File: src/rtl/mem_io_bridge_if.sv
// CPU byte-bus bundle between the CPU core and mem_io_bridge.
// master: CPU side (drives address/write/data, receives read data and run enable).
// slave:  bridge side.
interface mem_io_bridge_if;
  logic [31:0] cpu_a;
  logic        cpu_wr;
  logic [7:0]  cpu_dout;
  logic [7:0]  cpu_din;
  logic        cpu_rdy;

  modport master (
    output cpu_a,
    output cpu_wr,
    output cpu_dout,
    input  cpu_din,
    input  cpu_rdy
  );

  modport slave (
    input  cpu_a,
    input  cpu_wr,
    input  cpu_dout,
    output cpu_din,
    output cpu_rdy
  );
endinterface

File: src/rtl/mem_io_bridge.sv
// mem_io_bridge: decodes CPU byte-bus cycles to the 128 KB synchronous RAM or
// to the IO space at cpu_a[17:16]==2'b11. IO space holds the UART TX FIFO
// (0x30000 write), RX read port (0x30000 read), stop handshake (0x30004 write)
// and, when IO_CYCLE_COUNTER_EN is defined, the free-running cycle counter
// with its byte snapshot (0x30004..0x30007 read). Without the macro those
// reads return 0x00. cpu_rdy stalls the CPU whenever a cycle cannot be served.
module mem_io_bridge #(
  parameter int unsigned TX_FIFO_DEPTH = 16
) (
  input  logic                  clk_in,
  input  logic                  rst_in,
  mem_io_bridge_if.slave        cpu,
  output logic                  ram_en,
  output logic                  ram_wr,
  output logic [16:0]           ram_a,
  output logic [7:0]            ram_wdata,
  input  logic [7:0]            ram_rdata,
  output logic [7:0]            tx_data,
  output logic                  tx_valid,
  input  logic                  tx_ready,
  input  logic [7:0]            rx_data,
  input  logic                  rx_valid,
  output logic                  rx_pop,
  output logic                  program_done
);

  localparam int unsigned AW = (TX_FIFO_DEPTH > 1) ? $clog2(TX_FIFO_DEPTH) : 1;
  localparam int unsigned CW = AW + 1;

  typedef enum logic [1:0] {
    ST_RUN,
    ST_STOP,
    ST_DONE
  } stop_state_t;

  stop_state_t   state;
  logic [AW-1:0] wr_ptr;
  logic [AW-1:0] rd_ptr;
  logic [CW-1:0] tx_count;
  logic [7:0]    tx_mem [TX_FIFO_DEPTH];

  logic          accept;
  logic          is_io;
  logic [15:0]   io_off;
  logic          io_rd;
  logic          io_wr;
  logic          tx_push;
  logic          tx_pop;
  logic          stop_req;
  logic [7:0]    push_data;
  logic [7:0]    io_rd_val;
  logic          sel_ram_q;
  logic [7:0]    io_q;
  logic          unused_addr;

`ifdef IO_CYCLE_COUNTER_EN
  logic [31:0]   cycle_cnt;
  logic [31:0]   snap;
`endif

  assign unused_addr = ^cpu.cpu_a[31:18];

  // Run enable: low in reset, once stop is requested, or while the FIFO is full.
  assign cpu.cpu_rdy = rst_in & (state == ST_RUN) & (tx_count < CW'(TX_FIFO_DEPTH));
  assign accept      = cpu.cpu_rdy;

  assign is_io  = (cpu.cpu_a[17:16] == 2'b11);
  assign io_off = cpu.cpu_a[15:0];
  assign io_rd  = accept & is_io & ~cpu.cpu_wr;
  assign io_wr  = accept & is_io & cpu.cpu_wr;

  assign ram_en    = accept & ~is_io;
  assign ram_wr    = ram_en & cpu.cpu_wr;
  assign ram_a     = ram_en ? cpu.cpu_a[16:0] : '0;
  assign ram_wdata = ram_en ? cpu.cpu_dout : '0;

  assign stop_req  = io_wr & (io_off == 16'h0004);
  assign tx_push   = (io_wr & (io_off == 16'h0000) & (cpu.cpu_dout != 8'h00)) | stop_req;
  assign push_data = stop_req ? 8'h00 : cpu.cpu_dout;
  assign tx_valid  = (tx_count != '0);
  assign tx_pop    = tx_valid & tx_ready;
  assign tx_data   = tx_mem[rd_ptr];

  assign rx_pop = io_rd & (io_off == 16'h0000) & rx_valid;

  // IO read mux for the current bus cycle.
  always_comb begin
    io_rd_val = '0;
    case (io_off)
      16'h0000: io_rd_val = rx_valid ? rx_data : 8'h00;
`ifdef IO_CYCLE_COUNTER_EN
      16'h0004: io_rd_val = cycle_cnt[7:0];
      16'h0005: io_rd_val = snap[15:8];
      16'h0006: io_rd_val = snap[23:16];
      16'h0007: io_rd_val = snap[31:24];
`endif
      default:  io_rd_val = '0;
    endcase
  end

  // FIFO storage; contents need no reset because tx_count gates visibility.
  always_ff @(posedge clk_in) begin
    if (tx_push) begin
      tx_mem[wr_ptr] <= push_data;
    end
  end

  // FIFO pointers and occupancy; power-of-two depth lets pointers wrap naturally.
  always_ff @(posedge clk_in or negedge rst_in) begin
    if (!rst_in) begin
      wr_ptr   <= '0;
      rd_ptr   <= '0;
      tx_count <= '0;
    end else begin
      if (tx_push) wr_ptr <= wr_ptr + 1'b1;
      if (tx_pop)  rd_ptr <= rd_ptr + 1'b1;
      case ({tx_push, tx_pop})
        2'b10:   tx_count <= tx_count + 1'b1;
        2'b01:   tx_count <= tx_count - 1'b1;
        default: tx_count <= tx_count;
      endcase
    end
  end

  // Stop handshake: sticky stop request, done once the FIFO has drained.
  always_ff @(posedge clk_in or negedge rst_in) begin
    if (!rst_in) begin
      state        <= ST_RUN;
      program_done <= 1'b0;
    end else begin
      case (state)
        ST_RUN:  if (stop_req) state <= ST_STOP;
        ST_STOP: if (tx_count == '0) begin
                   state        <= ST_DONE;
                   program_done <= 1'b1;
                 end
        ST_DONE: state <= ST_DONE;
        default: state <= ST_RUN;
      endcase
    end
  end

  // Read return path: remembers the source of the last accepted read.
  always_ff @(posedge clk_in or negedge rst_in) begin
    if (!rst_in) begin
      sel_ram_q <= 1'b0;
      io_q      <= '0;
    end else if (accept) begin
      if (!cpu.cpu_wr) begin
        sel_ram_q <= ~is_io;
        io_q      <= is_io ? io_rd_val : 8'h00;
      end else begin
        sel_ram_q <= 1'b0;
        io_q      <= '0;
      end
    end
  end

  assign cpu.cpu_din = sel_ram_q ? ram_rdata : io_q;

`ifdef IO_CYCLE_COUNTER_EN
  // Free-running cycle counter; a read of 0x30004 freezes it into snap so the
  // upper bytes read afterwards belong to the same sample.
  always_ff @(posedge clk_in or negedge rst_in) begin
    if (!rst_in) begin
      cycle_cnt <= '0;
      snap      <= '0;
    end else begin
      cycle_cnt <= cycle_cnt + 32'd1;
      if (io_rd && (io_off == 16'h0004)) begin
        snap <= cycle_cnt;
      end
    end
  end
`endif

endmodule
File: src/flat_wrapper.sv
// flat-port wrapper written by rule: the top's interface ports become plain ports
module mem_io_bridge_flat 
#(
  parameter int unsigned TX_FIFO_DEPTH = 16
)
  (clk_in, rst_in, ram_en, ram_wr, ram_a, ram_wdata, ram_rdata, tx_data, tx_valid, tx_ready, rx_data, rx_valid, rx_pop, program_done, cpu_cpu_a, cpu_cpu_wr, cpu_cpu_dout, cpu_cpu_din, cpu_cpu_rdy);
  mem_io_bridge_if cpu_i ();
  input  logic clk_in;
  input  logic rst_in;
  output logic ram_en;
  output logic ram_wr;
  output logic [16:0] ram_a;
  output logic [7:0] ram_wdata;
  input  logic [7:0] ram_rdata;
  output logic [7:0] tx_data;
  output logic tx_valid;
  input  logic tx_ready;
  input  logic [7:0] rx_data;
  input  logic rx_valid;
  output logic rx_pop;
  output logic program_done;
  input wire logic [$bits(cpu_i.cpu_a)-1:0] cpu_cpu_a;
  input wire logic [$bits(cpu_i.cpu_wr)-1:0] cpu_cpu_wr;
  input wire logic [$bits(cpu_i.cpu_dout)-1:0] cpu_cpu_dout;
  output wire logic [$bits(cpu_i.cpu_din)-1:0] cpu_cpu_din;
  output wire logic [$bits(cpu_i.cpu_rdy)-1:0] cpu_cpu_rdy;
  assign cpu_i.cpu_a = cpu_cpu_a;
  assign cpu_i.cpu_wr = cpu_cpu_wr;
  assign cpu_i.cpu_dout = cpu_cpu_dout;
  assign cpu_cpu_din = cpu_i.cpu_din;
  assign cpu_cpu_rdy = cpu_i.cpu_rdy;
  mem_io_bridge #(.TX_FIFO_DEPTH(TX_FIFO_DEPTH)) u_core (.clk_in(clk_in), .rst_in(rst_in), .cpu(cpu_i), .ram_en(ram_en), .ram_wr(ram_wr), .ram_a(ram_a), .ram_wdata(ram_wdata), .ram_rdata(ram_rdata), .tx_data(tx_data), .tx_valid(tx_valid), .tx_ready(tx_ready), .rx_data(rx_data), .rx_valid(rx_valid), .rx_pop(rx_pop), .program_done(program_done));
endmodule
File: config.mk
export PLATFORM = sky130hd
export DESIGN_NAME = mem_io_bridge_flat
export DESIGN_NICKNAME = d
export VERILOG_FILES = /design/src/rtl/mem_io_bridge_if.sv /design/src/rtl/mem_io_bridge.sv /design/src/flat_wrapper.sv
export SDC_FILE = /design/constraint.sdc
export NUM_CORES = 1
export LEC_CHECK = 0
export BUFFER_PORTS_ARGS = -buffer_cell sky130_fd_sc_hd__buf_2
export CAP_MARGIN = 0
export CELL_PAD_IN_SITES_DETAIL_PLACEMENT = 1
export CELL_PAD_IN_SITES_GLOBAL_PLACEMENT = 1
export CORE_MARGIN = 5
export CORE_UTILIZATION = 48
export DETAILED_ROUTE_END_ITERATION = 8
export PLACE_DENSITY_LB_ADDON = 0.25
export SLEW_MARGIN = 20
export SYNTH_ARGS = -nofsm -noshare
export SYNTH_HDL_FRONTEND = slang
export SYNTH_SLANG_ARGS = --single-unit
File: constraint.sdc
create_clock -name clk_in -period 3.9 [get_ports clk_in]
set_input_delay 0.585 -clock clk_in [delete_from_list [all_inputs] [get_ports clk_in]]
set_output_delay 0.585 -clock clk_in [all_outputs]
set_load 0.02 [all_outputs]
; ---- Yosys cells after proc, flatten, opt, wreduce, memory -nomap -nowiden
; Memory sizes are Yosys's and may differ from the RTL's.
; Index checks and enable logic that the tools add are counted.
[totals]
reg_bits = 25
ram_bits = 128
input_bits = 61
output_inout_bits = 47
n_memories = 1
[classes]
n_addsub = 4
n_lt_le_gt_ge = 1
eq_ne = 8
muxes = 15
n_bitwise = 16
reduce_logical = 8
[memory_table]
columns = memory, words, word_bits, read_ports, rd_ports_with_merged_regs, wr, line_no
row1 = u_core.tx_mem, 16, 8, 1, 0, 1, mem_io_bridge.sv:40  ; logic [7:0] tx_mem [TX_FIFO_DEPTH];
[ops]
columns = operator, count
row1 = 8-bit 2-to-1 mux, 7
row2 = 17-bit 2-to-1 mux, 1
row3 = 16-bit by 3-bit equality test with 1-bit output (second input constant), 1
row4 = 16-bit zero test, 1
row5 = 1-bit bitwise AND, 13
row6 = 5-bit case mux with 2 select lines, 1
row7 = 4-bit by 1-bit adder with 4-bit output (second input constant), 2
row8 = 8-bit nonzero test, 1
row9 = 2-bit equality test (second input constant), 3
row10 = 2-bit case mux with 3 select lines, 1
row11 = 5-bit by 1-bit adder with 5-bit output (second input constant), 1
row12 = 5-bit zero test, 1
row13 = 5-bit < comparator (second input constant), 1
row14 = 5-bit nonzero test, 1
row15 = 5-bit by 1-bit subtractor with 5-bit output (second input constant), 1
row16 = 2-bit by 1-bit equality test with 1-bit output (second input constant), 2
row17 = 2-bit 2-to-1 mux, 2
row18 = 2-bit by 1-bit inequality test with 1-bit output (second input constant), 2
row19 = 2-bit AND reduction, 2
row20 = 1-bit 2-to-1 mux, 3
row21 = 2-bit zero test, 1
row22 = 1-bit inverter, 2
row23 = 2-bit nonzero test, 1
row24 = 1-bit OR, 1

; ---- Logic depth before layout (Yosys ltp)
[logic_depth]
ltp_word = 10
depth_mapped = 15

; ---- Worst setup path before layout
; Ideal clock, no wire load.
[synth_path]
path_kind = input to register
from = in cpu_cpu_a[9]
to = reg u_core.tx_count[4]
setup_time_ps = 129
t_arrival_ps = 3400
path_slack_ps = 371
stages = 13
n_path_buf = 2
cell_sequence = or4_1 or4_1 buf_4 nor3_4 inv_2 ha_1 clkbuf_1 xor2_1 ha_1 o211a_1 o31ai_1 a31oi_1 xor2_1
[synth_between]
elab_chain_len = 6
word_cells_on_any_way = 10
classes_between = eq/ne: 3 / mux: 1 / bitwise: 4 / reduce/logical: 2
[synth_lines]
columns = item, line_no
row1 = from (decl), flat_wrapper.sv:22  ; input wire logic [$bits(cpu_i.cpu_a)-1:0] cpu_cpu_a;
row2 = 16-bit zero test, mem_io_bridge.sv:78  ; assign tx_push = (io_wr & (io_off == 16'h0000) & (cpu.cpu_dout != 8'h00)) | stop_req;
row3 = 1-bit bitwise AND (2 in series), mem_io_bridge.sv:78
row4 = 1-bit OR (*), mem_io_bridge.sv:78
row5 = 2-bit by 1-bit equality test with 1-bit output or 2-bit equality test (tied branches), mem_io_bridge.sv:117  ; case ({tx_push, tx_pop})
row6 = 5-bit case mux with 2 select lines or 2-bit nonzero test (tied branches), --
row7 = to (signal assigned), mem_io_bridge.sv:118  ; 2'b10: tx_count <= tx_count + 1'b1;
row8 = to (signal assigned), mem_io_bridge.sv:119  ; 2'b01: tx_count <= tx_count - 1'b1;
row9 = to (signal assigned), mem_io_bridge.sv:120  ; default: tx_count <= tx_count;
row10 = to (decl), mem_io_bridge.sv:39  ; logic [CW-1:0] tx_count;
; Every way passes the cells marked *; elsewhere a longest branch is shown, timed or not.
; A chain may end at the register's enable or synchronous reset.

; ---- Worst setup path in the final report
[layout_path]
from = reg u_core.state[0]
to = reg u_core.tx_count[4]
[layout_between]
elab_chain_len = 10
word_cells_on_any_way = 13
classes_between = eq/ne: 2 / mux: 1 / bitwise: 8 / reduce/logical: 2
[layout_lines]
columns = item, line_no
row1 = from (decl), mem_io_bridge.sv:36  ; stop_state_t state;
row2 = from (signal assigned), mem_io_bridge.sv:128  ; state <= ST_RUN;
row3 = from (signal assigned), mem_io_bridge.sv:132  ; ST_RUN: if (stop_req) state <= ST_STOP;
row4 = from (signal assigned), mem_io_bridge.sv:134  ; state <= ST_DONE;
row5 = 2-bit zero test (*), mem_io_bridge.sv:64  ; assign cpu.cpu_rdy = rst_in & (state == ST_RUN) & (tx_count < CW'(TX_FIFO_DEPTH));
row6 = 1-bit bitwise AND (*) (2 in series), mem_io_bridge.sv:64
row7 = 1-bit bitwise AND (*) (2 in series), mem_io_bridge.sv:70  ; assign io_wr = accept & is_io & cpu.cpu_wr;
row8 = 1-bit bitwise AND (2 in series), mem_io_bridge.sv:78
row9 = 1-bit OR (*), mem_io_bridge.sv:78
row10 = 2-bit by 1-bit equality test with 1-bit output or 2-bit equality test (tied branches), mem_io_bridge.sv:117
row11 = 5-bit case mux with 2 select lines or 2-bit nonzero test (tied branches), --
; Marks and branches as above.

==> summary.md <==
| Metric | Value |
|---|---|
| Synth Area per Inst | between 15 and 20 sq um |
| Via count | 3903 |
| Minimum clock period after layout | 3.51 ns |
| Overall die area | 16500 sq um |
| Switching power as a share of total power | 31.2% |
| Maximum buffer depth of the clock tree | 2 |
| Clock transition time at the flip-flop clock pins of the worst setup and hold paths | 0.07 ns |
| Crit Reg-Reg Endpoint | u_core.tx_count[4] |
| Number of standard cells after synthesis | 380 |
| Combined flip-flop and latch cell area | 4470 sq um |
| Core Footprint | 13800 sq um |
| Area growth from synthesis to layout | 19.7% |
| Clock sink total | 153 |
| TritonCTS clock tree | done |
| Overall fraction of global-route tracks in use | 21.0% |
| Delay contributed by the slowest stage of the critical path | 0.62 ns |
| Multi-input gate area | 2140 sq um |
| Synth Net Count | 453 |
| Num ports | 108 |
| Max-capacitance violation count | 0 |
| Routed len/inst | about 24 um |
| Post-detail-place hpwl | 10900 um |
| Share of the cycle needed by the critical path after routing | approximately 90% |
| Commonest cells after routing, fill and taps aside | sky130_fd_sc_hd__edfxtp_1 (128), sky130_fd_sc_hd__buf_2 (93), sky130_fd_sc_hd__mux4_2 (40) |
| Final wirelength | 16200 um |
| Die height | roughly 130 um |
| Horiz. Die Dim | 128 um |
| Final setup fails | 0 |
| Req. time, crit path | 4.21 ns |
| Cell taking the most area after synthesis | sky130_fd_sc_hd__edfxtp_1 |
| CP max stage cell | sky130_fd_sc_hd__or4_1 |
| Post-layout instance count excluding filler cells | 679 |
| Inserted Clock Buffers | 17 |
| Count of state elements after synthesis | ~150 |
| Proportion of power drawn by the clock network | a little under a third |
| Detailed router's first-iteration violation count | 315 |
| Initial core utilization | 48.6% |
| Largest clock skew in the final design | 0.00731 ns |
| Final routed DRC violation total | 0 |
| Synthesized cell area | approximately 6700 sq um |
| R2R setup slack | 0.39 ns |
| Worst Setup Start Kind | register |
| Final ANT Viol Nets | 0 |
| Prevailing post-synth register cell | sky130_fd_sc_hd__edfxtp_1 |
| Final critical-path setup slack | between 0.3 and 0.4 ns |
| Worst reg2reg startpoint | u_core.state[0] |
| Switching Power | 1.58 mW |
| Result of the run | finished clean |
| Count of buffers inserted at the top-level ports | 93 |
| Root buffer cell | sky130_fd_sc_hd__clkbuf_16 |
| Worst max-slew margin expressed relative to the limit | 30.1% |
| Combinational fraction of design power | 29.6% |
| Synth area leaders | sky130_fd_sc_hd__edfxtp_1 (57%), sky130_fd_sc_hd__mux4_2 (13%), sky130_fd_sc_hd__dfrtp_1 (9.3%), sky130_fd_sc_hd__and3_1 (2.4%), sky130_fd_sc_hd__ha_1 (2.2%) |
| Maximum number of pins on one net before global-route repair | 36 |
| Share of the yosys chip area belonging to registers | 66.5% |
| Final Max Tran Viols | 0 |
| Total Nets Final | 559 |
| Clk_lat worst skew | 0.43 ns |
| Final hold vios | 0 |
| Mean number of vias per cell | 5.75 |
| Worst EP arrival | 3.81 ns |
| H-tree Lvls | 4 |
| Post-CTS resize count | 0 |
| Crit-path cells | inv_1, ha_1, nand3b_1, or4_1, nor3_4, inv_2, ha_1, xor2_1, ha_1, o211a_1, o31ai_1, a31oi_1, xor2_1 |
| Number of buffers added to fix hold violations after cts | 0 |
| Diode insertion count for antenna repair | 0 |
| Wire length of the first global-routing pass | around 25000 um |
| Pre-antenna DRT Iters | 4 |
| Fraction of registers with async set/reset | 16.3% |
| CP Class | register to register |
| Antenna violations before repair | 0 |
| Yosys warning total | 0 |
| Total global routing overflow | 0 |
| Fraction of layout instances using a drive strength above 1 | 41.7% |
| Internal power | 3.48 mW |
| Final standard cell utilization of the core | roughly three fifths |
| Top achievable clock speed | 285 MHz |
| Pre-CTS worst setup slack | slightly below 0.2 ns |
| Worst IR Drop VDD | 0.000362 V |
| Vias in the first global route | 4331 |
| Unique cell type count in the Yosys netlist | 47 |
| Most common cell type on the critical path | sky130_fd_sc_hd__ha_1 |
| # rows | 43 |
| Power per unit of standard cell area | approximately 630 nW/um^2 |
| Category of the worst setup path capture point | register |
| Sum Neg Setup Slack | 0 ns |
| Static Leak | 3.13 nW |
| Number of fill cells in the layout | 1279 |
| Share of Yosys cell area claimed by the top area cell type | around 57% |
| Number of flops mapped to enable cells by yosys | 128 |
| Commonest non-fill, non-tap cell in the layout | sky130_fd_sc_hd__edfxtp_1 |
| Type of the tightest min-delay check | primary input to async pin |
| Gpl congestion | 0.767 |
| Worst reg-to-reg path cell count | 13 |
| Critical-path maximum fanout | 9 |
| Number of setup buffers added after CTS | 0 |
| RSZ-0062 raised after global routing | no |
| Transition time at the pin with the least slew margin | between 1 and 1.5 ns |
| Sequential power share | roughly 39% |
| Cell count after placement | 647 |
worst max-delay path by stage:
stage / start / slack, ns / cells past startpoint / endpoint
after global placement: cpu_cpu_a[9] / 0.25 / 12 / u_core.tx_count[4]
final: u_core.state[0] / 0.39 / 13 / u_core.tx_count[4]
after global routing: u_core.state[1] / 0.20 / 13 / u_core.tx_count[4]
after floorplan: cpu_cpu_a[9] / 0.37 / 13 / u_core.tx_count[4]
after detailed placement: cpu_cpu_a[9] / 0.20 / 12 / u_core.tx_count[4]
after CTS: u_core.state[0] / 0.38 / 13 / u_core.tx_count[4]
power by group through the flow:
stage,clock [mW],sequential [mW],combinational (mW)
4_1_cts,1.61,1.98,1.53
2_1_floorplan,0,1.93,1.18
3_3_place_gp,0,2.01,1.48
6_report,1.59,1.98,1.50
5_1_grt,1.69,2.00,1.63
3_5_place_dp,0,2.01,1.52
worst max-delay path, delay by kind of cell, from the launching register on:
kind	cells	cell delay (ns)
fa+ha+maj	3	0.82
simple gates	3	1.07
compound gates	3	0.49
buf+inv	2	0.24
flops	1	0.41
xor+xnor	2	0.34
area by class of cell:
cell class                 count  share of cell area, %
timing repair buffer         110                   7.52
clock buffer                  18                   5.33
multi-input combinational    194                   26.6
clock inverter                14                   1.74
inverter                      10                  0.466
tap                          180                   2.80
sequential                   153                   55.5
metal layers:
layer	GRT usage [%]	share of wire [%]	vias up
met4	7.99	1.5	0
met5	0	0	-
met2	34.4	51	141
met3	4.65	6.0	20
li1	-	-	1760
met1	27.7	42	1982
sequential cells by signal (all words and copies together) (netlist names):
name	flops
u_core.wr_ptr	4
u_core.io_q	8
u_core.sel_ram_q	1
u_core.program_done	1
u_core.tx_count	5
u_core.state	2
u_core.rd_ptr	4
u_core.tx_mem	128
synth_stat cells (5+ instances only):
cell type / n
sky130_fd_sc_hd__xnor2_1: 5
sky130_fd_sc_hd__inv_1: 9
sky130_fd_sc_hd__buf_1: 5
sky130_fd_sc_hd__nor4_1: 6
sky130_fd_sc_hd__edfxtp_1: 128
sky130_fd_sc_hd__and4b_1: 5
sky130_fd_sc_hd__xor2_1: 6
sky130_fd_sc_hd__and3_1: 26
sky130_fd_sc_hd__nand2_1: 11
sky130_fd_sc_hd__dfrtp_1: 25
sky130_fd_sc_hd__mux2_2: 10
sky130_fd_sc_hd__nor2b_1: 11
sky130_fd_sc_hd__mux4_2: 40
sky130_fd_sc_hd__clkbuf_1: 15
sky130_fd_sc_hd__ha_1: 12
sky130_fd_sc_hd__a22o_1: 9
per-stage QoR:
step / total power [mW] / area [sq um] / hold WS [ns]
after CTS: 5.13 / 8030 / 0.181
after floorplan: 3.10 / 6720 / 0.289
after global placement: 3.49 / 7460 / 0.455
after detailed placement: 3.53 / 7460 / 0.465
final: 5.07 / 8050 / 0.192
after global routing: 5.32 / 8050 / 0.213
cell families (layout without fill, tap and decap cells):
family	count (synthesis)	count (layout)	share of synthesized area [%]
DFF	153	153	66.5
and+or+nand+nor	91	91	9.32
muxes	53	53	15.5
buffers and inverters	33	152	1.94
AOI/OAI and AO/OA	27	27	3.07
adders and majority gates	12	12	2.23
xor gates and xnor gates	11	11	1.43
Power figures use the tool's default switching activity.
